`src/rtl/edabk_uart_pkg.sv`:
```
// Shared UART receive definitions: FSM states, baud-code rate table and the
// oversample divisor helper.
package edabk_uart_pkg;

  localparam int unsigned CFG_DATA_WIDTH = 8;
  localparam int          DIV_W          = 16;

  typedef enum logic [2:0] {
    ST_IDLE,
    ST_START,
    ST_DATA,
    ST_STOP,
    ST_BREAK
  } rx_state_e;

  localparam int unsigned BAUD_RATE [8] = '{
    32'd1200, 32'd2400, 32'd4800, 32'd9600,
    32'd19200, 32'd38400, 32'd57600, 32'd115200
  };

  // Rounded clk/(16*baud), never below 1 so the tick generator always advances.
  function automatic int unsigned div_for(input int unsigned clk_freq, input logic [2:0] code);
    int unsigned baud;
    int unsigned d;
    baud = BAUD_RATE[code];
    d    = (clk_freq + 32'd8 * baud) / (32'd16 * baud);
    return (d == 0) ? 32'd1 : d;
  endfunction

endpackage

```
`src/rtl/edabk_rx_tick_gen.sv`:
```
// 16x oversample tick generator: one-clock tick every div clocks, realigned by
// restart so the first tick lands on the clock right after it.
module edabk_rx_tick_gen
  import edabk_uart_pkg::*;
(
  input  logic             clk,
  input  logic             reset,
  input  logic             restart,
  input  logic [DIV_W-1:0] div,
  output logic             tick
);

  logic [DIV_W-1:0] cnt_q;
  logic [DIV_W-1:0] cnt_d;

  always_comb begin
    tick  = (cnt_q == '0);
    cnt_d = cnt_q - DIV_W'(1);
    if (restart) begin
      cnt_d = '0;
    end else if (tick) begin
      cnt_d = div - DIV_W'(1);
    end
  end

  always_ff @(posedge clk) begin
    if (reset) begin
      cnt_q <= '0;
    end else begin
      cnt_q <= cnt_d;
    end
  end

endmodule

```
`src/rtl/edabk_receiver.sv`:
```
// UART receive engine: 2-flop line synchronizer, 16x oversampled mid-bit FSM and
// a one-deep output register with valid/read handshake.
module edabk_receiver
  import edabk_uart_pkg::*;
#(
  parameter int unsigned DATA_WIDTH = CFG_DATA_WIDTH,
  parameter int unsigned CLK_FREQ   = 1_843_200
) (
  input  logic                  clk,
  input  logic                  reset,
  input  logic [2:0]            baudrate,
  input  logic                  rx_in,
  input  logic                  rx_read,
  output logic [DATA_WIDTH-1:0] rx_data,
  output logic                  rx_valid,
  output logic                  frame_err,
  output logic                  overrun
);

  localparam int                BCNT_W   = (DATA_WIDTH > 1) ? $clog2(DATA_WIDTH) : 1;
  localparam logic [BCNT_W-1:0] LAST_BIT = BCNT_W'(DATA_WIDTH - 1);

  logic [1:0]            sync_q;
  logic                  rx_s;
  logic [DIV_W-1:0]      div_tab [8];
  logic [DIV_W-1:0]      div_q;
  logic                  tick;

  rx_state_e             state_q, state_d;
  logic [3:0]            scnt_q, scnt_d;
  logic [BCNT_W-1:0]     bcnt_q, bcnt_d;
  logic [DATA_WIDTH-1:0] shift_q, shift_d;

  logic                  restart;
  logic                  sample_pt;
  logic                  good_frame;
  logic                  bad_frame;

  logic [DATA_WIDTH-1:0] rx_data_q, rx_data_d;
  logic                  rx_valid_q, rx_valid_d;
  logic                  frame_err_q, overrun_q;

  always_ff @(posedge clk) begin
    if (reset) begin
      sync_q <= 2'b11;
    end else begin
      sync_q <= {sync_q[0], rx_in};
    end
  end
  assign rx_s = sync_q[1];

  // Divisors are elaboration-time constants; only a mux is left in hardware.
  for (genvar gi = 0; gi < 8; gi++) begin : g_div
    assign div_tab[gi] = DIV_W'(div_for(CLK_FREQ, 3'(gi)));
  end

  edabk_rx_tick_gen u_tick_gen (
    .clk     (clk),
    .reset   (reset),
    .restart (restart),
    .div     (div_q),
    .tick    (tick)
  );

  always_ff @(posedge clk) begin
    if (reset) begin
      state_q <= ST_IDLE;
      scnt_q  <= '0;
      bcnt_q  <= '0;
      shift_q <= '0;
      div_q   <= DIV_W'(1);
    end else begin
      state_q <= state_d;
      scnt_q  <= scnt_d;
      bcnt_q  <= bcnt_d;
      shift_q <= shift_d;
      if (state_q == ST_IDLE) begin
        div_q <= div_tab[baudrate];
      end
    end
  end

  always_comb begin
    state_d = state_q;
    scnt_d  = scnt_q;
    bcnt_d  = bcnt_q;
    shift_d = shift_q;
    unique case (state_q)
      ST_IDLE: begin
        if (!rx_s) begin
          state_d = ST_START;
          scnt_d  = '0;
        end
      end
      ST_START: begin
        if (tick) begin
          if (scnt_q == 4'd7) begin
            scnt_d  = '0;
            bcnt_d  = '0;
            state_d = rx_s ? ST_IDLE : ST_DATA;
          end else begin
            scnt_d = scnt_q + 4'd1;
          end
        end
      end
      ST_DATA: begin
        if (tick) begin
          scnt_d = scnt_q + 4'd1;
          if (scnt_q == 4'd15) begin
            shift_d[bcnt_q] = rx_s;
            if (bcnt_q == LAST_BIT) begin
              state_d = ST_STOP;
            end else begin
              bcnt_d = bcnt_q + BCNT_W'(1);
            end
          end
        end
      end
      ST_STOP: begin
        if (tick) begin
          scnt_d = scnt_q + 4'd1;
          if (scnt_q == 4'd15) begin
            state_d = rx_s ? ST_IDLE : ST_BREAK;
          end
        end
      end
      ST_BREAK: begin
        if (rx_s) begin
          state_d = ST_IDLE;
        end
      end
      default: state_d = ST_IDLE;
    endcase
  end

  always_comb begin
    restart    = (state_q == ST_IDLE) && !rx_s;
    sample_pt  = tick && (scnt_q == 4'd15);
    good_frame = (state_q == ST_STOP) && sample_pt && rx_s;
    bad_frame  = (state_q == ST_STOP) && sample_pt && !rx_s;
  end

  // A pop on the completion edge frees the register for the new word.
  always_comb begin
    rx_data_d  = rx_data_q;
    rx_valid_d = rx_valid_q;
    if (good_frame && (!rx_valid_q || rx_read)) begin
      rx_data_d  = shift_q;
      rx_valid_d = 1'b1;
    end else if (rx_read) begin
      rx_valid_d = 1'b0;
    end
  end

  always_ff @(posedge clk) begin
    if (reset) begin
      rx_data_q   <= '0;
      rx_valid_q  <= 1'b0;
      frame_err_q <= 1'b0;
      overrun_q   <= 1'b0;
    end else begin
      rx_data_q   <= rx_data_d;
      rx_valid_q  <= rx_valid_d;
      frame_err_q <= bad_frame;
      overrun_q   <= good_frame && rx_valid_q && !rx_read;
    end
  end

  assign rx_data   = rx_data_q;
  assign rx_valid  = rx_valid_q;
  assign frame_err = frame_err_q;
  assign overrun   = overrun_q;

endmodule

```
`config.mk`:
```
export PLATFORM = sky130hd
export DESIGN_NAME = edabk_receiver
export DESIGN_NICKNAME = d
export VERILOG_FILES = /design/src/rtl/edabk_uart_pkg.sv /design/src/rtl/edabk_rx_tick_gen.sv /design/src/rtl/edabk_receiver.sv
export SDC_FILE = /design/constraint.sdc
export NUM_CORES = 1
export LEC_CHECK = 0
export CAP_MARGIN = 20
export CORE_MARGIN = 2
export CORE_UTILIZATION = 40
export CTS_CLUSTER_DIAMETER = 50
export DETAILED_ROUTE_END_ITERATION = 12
export GPL_TIMING_DRIVEN = 0
export HOLD_SLACK_MARGIN = 0.06
export PLACE_DENSITY_LB_ADDON = 0.12
export SLEW_MARGIN = 10
export SYNTH_ARGS = -nofsm -noshare
export SYNTH_HDL_FRONTEND = slang
export SYNTH_SLANG_ARGS = --single-unit
export TNS_END_PERCENT = 100
```
`constraint.sdc`:
```
create_clock -name clk -period 3.4 [get_ports clk]
set_clock_uncertainty 0.05 [all_clocks]
set_input_delay 0.68 -clock clk [delete_from_list [all_inputs] [get_ports clk]]
set_output_delay 0.68 -clock clk [all_outputs]
set_load 0.02 [all_outputs]
```
==> metrics.md, run 1 <==
| Metric | Value |
|---|---|
| First-pass GRT wire length | `10.7 mm` |
| Clock latency on the worst-skew pair | `320 ps` |
| Largest net degree at the start of global routing | `19` |
| Drt total wl | `6.27 mm` |
| Cts repair resizes | `0` |
| Share of layout cells above drive strength 1 | `0.0785` |
| IO Port Bufs | `16` |
| Clock Pin Slew Worst Setup and Hold Paths | `110 ps` |
| Max Clock Freq | `332 MHz` |
| Core footprint | `6420 sq um` |
| Hold buffer count at CTS | `0` |
| WL per Instance | `14.9 microns` |
| GPL Wtd Cong | `0.858` |
| Buf+Inv Stages, Crit Path | `0` |
| Drt drc | `0` |
| Worst Setup End Kind | `register` |
| Layer with the highest usage | `met2` |
| Die ar. | `7370 sq um` |
| Seq/Total Area, Yosys | `0.403` |
| CP required | `3560 ps` |
| Post-DP HPWL | `4.55 mm` |
| Area delta synth->final | `13.0%` |
| Initial DRC count | `86` |
| Synth cell types | `54` |
| # IOs | `18` |
| Final setup fails | `0` |
| Fin crit period | `3010 ps` |
| Diode count | `0` |
| GRT Total Usage | `0.181` |
| Dominant synthesized flop cell | `dfxtp_1` |
| Vias per inst | `5.67` |
| GRT met1 Usage | `0.249` |
| Worst path max stage delay | `540 ps` |
| TritonRoute pass-1 iters | `4` |
| Max VDD drop | `0.305 mV` |
| CP delay by family, top | `simple AND/OR/NAND/NOR gates` |
| Leak | `1.13 nW` |
| Synth async-reset ratio | `0` |
| H-tree levels | `2` |
| Cell Chain, Critical Path | `nor2_1, nand2_1, nor2_1, a21oi_1, ha_1, or4b_1, nor2_1, o21ai_0, o31a_1, o21a_1` |
| Worst slew pin tran | `984 ps` |
| Cells after Synth | `320` |
| Global Route met3 Usage | `0.0289` |
| CP Launch Type | `register` |
| Clock Sinks | `54` |
| Clock Tree Buf Depth | `2` |
| Met2 Usage GRT | `0.295` |
| EDFF count, synth | `0` |
| Die Y | `85.9 microns` |
| Slew margin rel. | `0.338` |
| Number of setup buffers added after CTS | `0` |
| Yosys warns | `0` |
| Final Slew Violations | `0` |
| GRT overflow | `0` |
| Max_cap viols | `0` |
| Crit path max-delay cell type | `or4b_1` |
| Setup Total Neg Slack | `0 ps` |
| Critical setup path kind | `reg -> reg` |
| Syn nets | `333` |
| Netlist Area Pre-Place | `2680 sq um` |
| Clock root buffer | `clkbuf_8` |
| Antenna violations before repair | `0` |
| Yosys reg bits | `54` |
| Hold Crit Class | `reg -> reg` |
| Largest fanout on the critical path | `6` |
| Fin nets | `356` |
| CTS tree | `built` |
| Via count | `2389` |
| Period utilisation layout | `0.886` |
| CTS Buf Count | `5` |
| Initial Util | `0.417` |
| Cell seen most often among critical-path stages | `nor2_1` |
| RSZ-0062 raised after global routing | `false` |
| Core Rows | `29` |
| Post-route ant nets | `0` |
| Power Total | `0.00226 W` |
| Avg Inst Size Synth | `8.38 sq um` |
| Status | `finished clean` |
| Crit path DAT | `3170 ps` |
| Vias in the first global route | `2278` |
| Hold Fails Final Rpt | `0` |
| Pwr Density | `747 nW/um^2` |
| Die Wd | `85.9 microns` |
[registers in the layout, indices dropped and copies added, names as in the netlist, 2 cells and up]
signal and count:
bcnt_q 3, scnt_q 4, shift_q 8, rx_data 8, div_q 7, sync_q 2
state_q 3, u_tick_gen.cnt_q 16
[layout make-up]
| cell class | instances | area (sq um) |
|---|---|---|
| flip-flops and latches | 54 | 1080 |
| fillers | 643 | 3390 |
| multi-input cells | 242 | 1500 |
| clock inverters | 3 | 23.8 |
| inverters | 7 | 26.3 |
| plain buffers | 17 | 76.3 |
| well taps | 77 | 96.3 |
| clock buffers | 5 | 68.8 |
| repair buffers | 16 | 160 |
[layer usage]
layer	share of wire	wire length, microns
met4	0.0077	48
met5	0	0
met1	0.49	3050
met3	0.042	264
met2	0.46	2910
[power by group]
part | total, W | internal (W) | switching, W
combinational | 0.00105 | 0.000386 | 0.000663
clock | 0.000382 | 0.000148 | 0.000234
sequential | 0.000834 | 0.000731 | 0.000103
[metrics by stage]
| step | setup slack, ps | util | cells | hold slack, ps | cell area (sq um) |
|---|---|---|---|---|---|
| finish | 387 | 0.472 | 421 | 371 | 3030 |
| global route | 105 | 0.472 | 421 | 386 | 3030 |
| CTS | 374 | 0.472 | 421 | 374 | 3030 |
| detailed placement | 452 | 0.457 | 413 | 347 | 2940 |
| global placement | 466 | 0.457 | 413 | 346 | 2940 |
| floorplan | 886 | - | 320 | 339 | 2680 |
[layout by cell type (no fill, tap or decap), types with 2 or more instances in the layout]
cell             count
or3_1                7
mux2_2               2
o31ai_1              3
nor4_1               9
nor3_1              10
inv_1                7
a31oi_1              5
o21ai_0              5
nand3_1             12
ha_1                 6
nand4_1              4
nand2_1             23
clkbuf_1            11
buf_2                4
clkinvlp_4           2
o21a_1               3
dfxtp_1             54
nor2b_1              3
and2_1               3
a31o_2               2
o21ai_1              6
o211ai_1             6
clkdlybuf4s50_1     16
clkbuf_8             5
or2_2                6
nor3b_1              5
a21oi_1             23
nand2b_1             5
nor2_1              42
mux2i_1             15
or4_1               10
xor2_1               4
[cells by family after synthesis]
family          count (synthesis)  synth area share
compound gates                 65             0.156
xor+xnor                        5            0.0163
fa+ha+maj                       6            0.0280
buf+inv                        24            0.0383
flops                          54             0.403
mux                            17            0.0644
simple gates                  149             0.294
[worst register-to-register path, cell delays in order (launching register included)]
cell,delay [ps]
dfxtp_1,410
nor2_1,110
nand2_1,210
nor2_1,180
a21oi_1,210
ha_1,240
or4b_1,540
nor2_1,250
o21ai_0,230
o31a_1,320
o21a_1,180
[cells in the mapped netlist (4+ instances only)]
master,number,share of area
nand2_1,23,0.032
nand3_1,12,0.022
ha_1,6,0.028
or4_1,10,0.028
or3_1,7,0.016
nand2b_1,5,0.012
buf_2,4,0.0075
dfxtp_1,54,0.40
o21ai_1,6,0.011
o211ai_1,6,0.017
nor3_1,10,0.019
o21ai_0,5,0.0093
xor2_1,4,0.013
a31oi_1,5,0.012
inv_1,7,0.0098
nor3b_1,5,0.014
or2_2,6,0.014
nor2_1,42,0.059
mux2i_1,15,0.056
nor4_1,9,0.021
a21oi_1,23,0.043
clkbuf_1,11,0.015
nand4_1,4,0.0093
[final timing paths]
path                                   from                         endpoint  slack, ps  cells past startpoint
max          u_tick_gen.cnt_q[5]$_SDFF_PP0_  u_tick_gen.cnt_q[12]$_SDFF_PP0_        390                     10
min                    sync_q[0]$_SDFF_PP1_             sync_q[1]$_SDFF_PP1_        370                      1
max reg2reg  u_tick_gen.cnt_q[5]$_SDFF_PP0_  u_tick_gen.cnt_q[12]$_SDFF_PP0_        390                     10
min reg2reg            sync_q[0]$_SDFF_PP1_             sync_q[1]$_SDFF_PP1_        370                      1
Note: power is estimated with default switching activity, not from simulation.
==> run 2: changes to the inputs <==
Settings changed: ABC_AREA set to 0.
==> results of run 2 <==
Final layout, timing and power as in run 1 (identical DEF).
==> run 3: changes to the inputs <==
Settings changed: GPL_ROUTABILITY_DRIVEN set to 0.
==> results of run 3 <==
Final layout, timing and power as in run 1 (identical DEF).
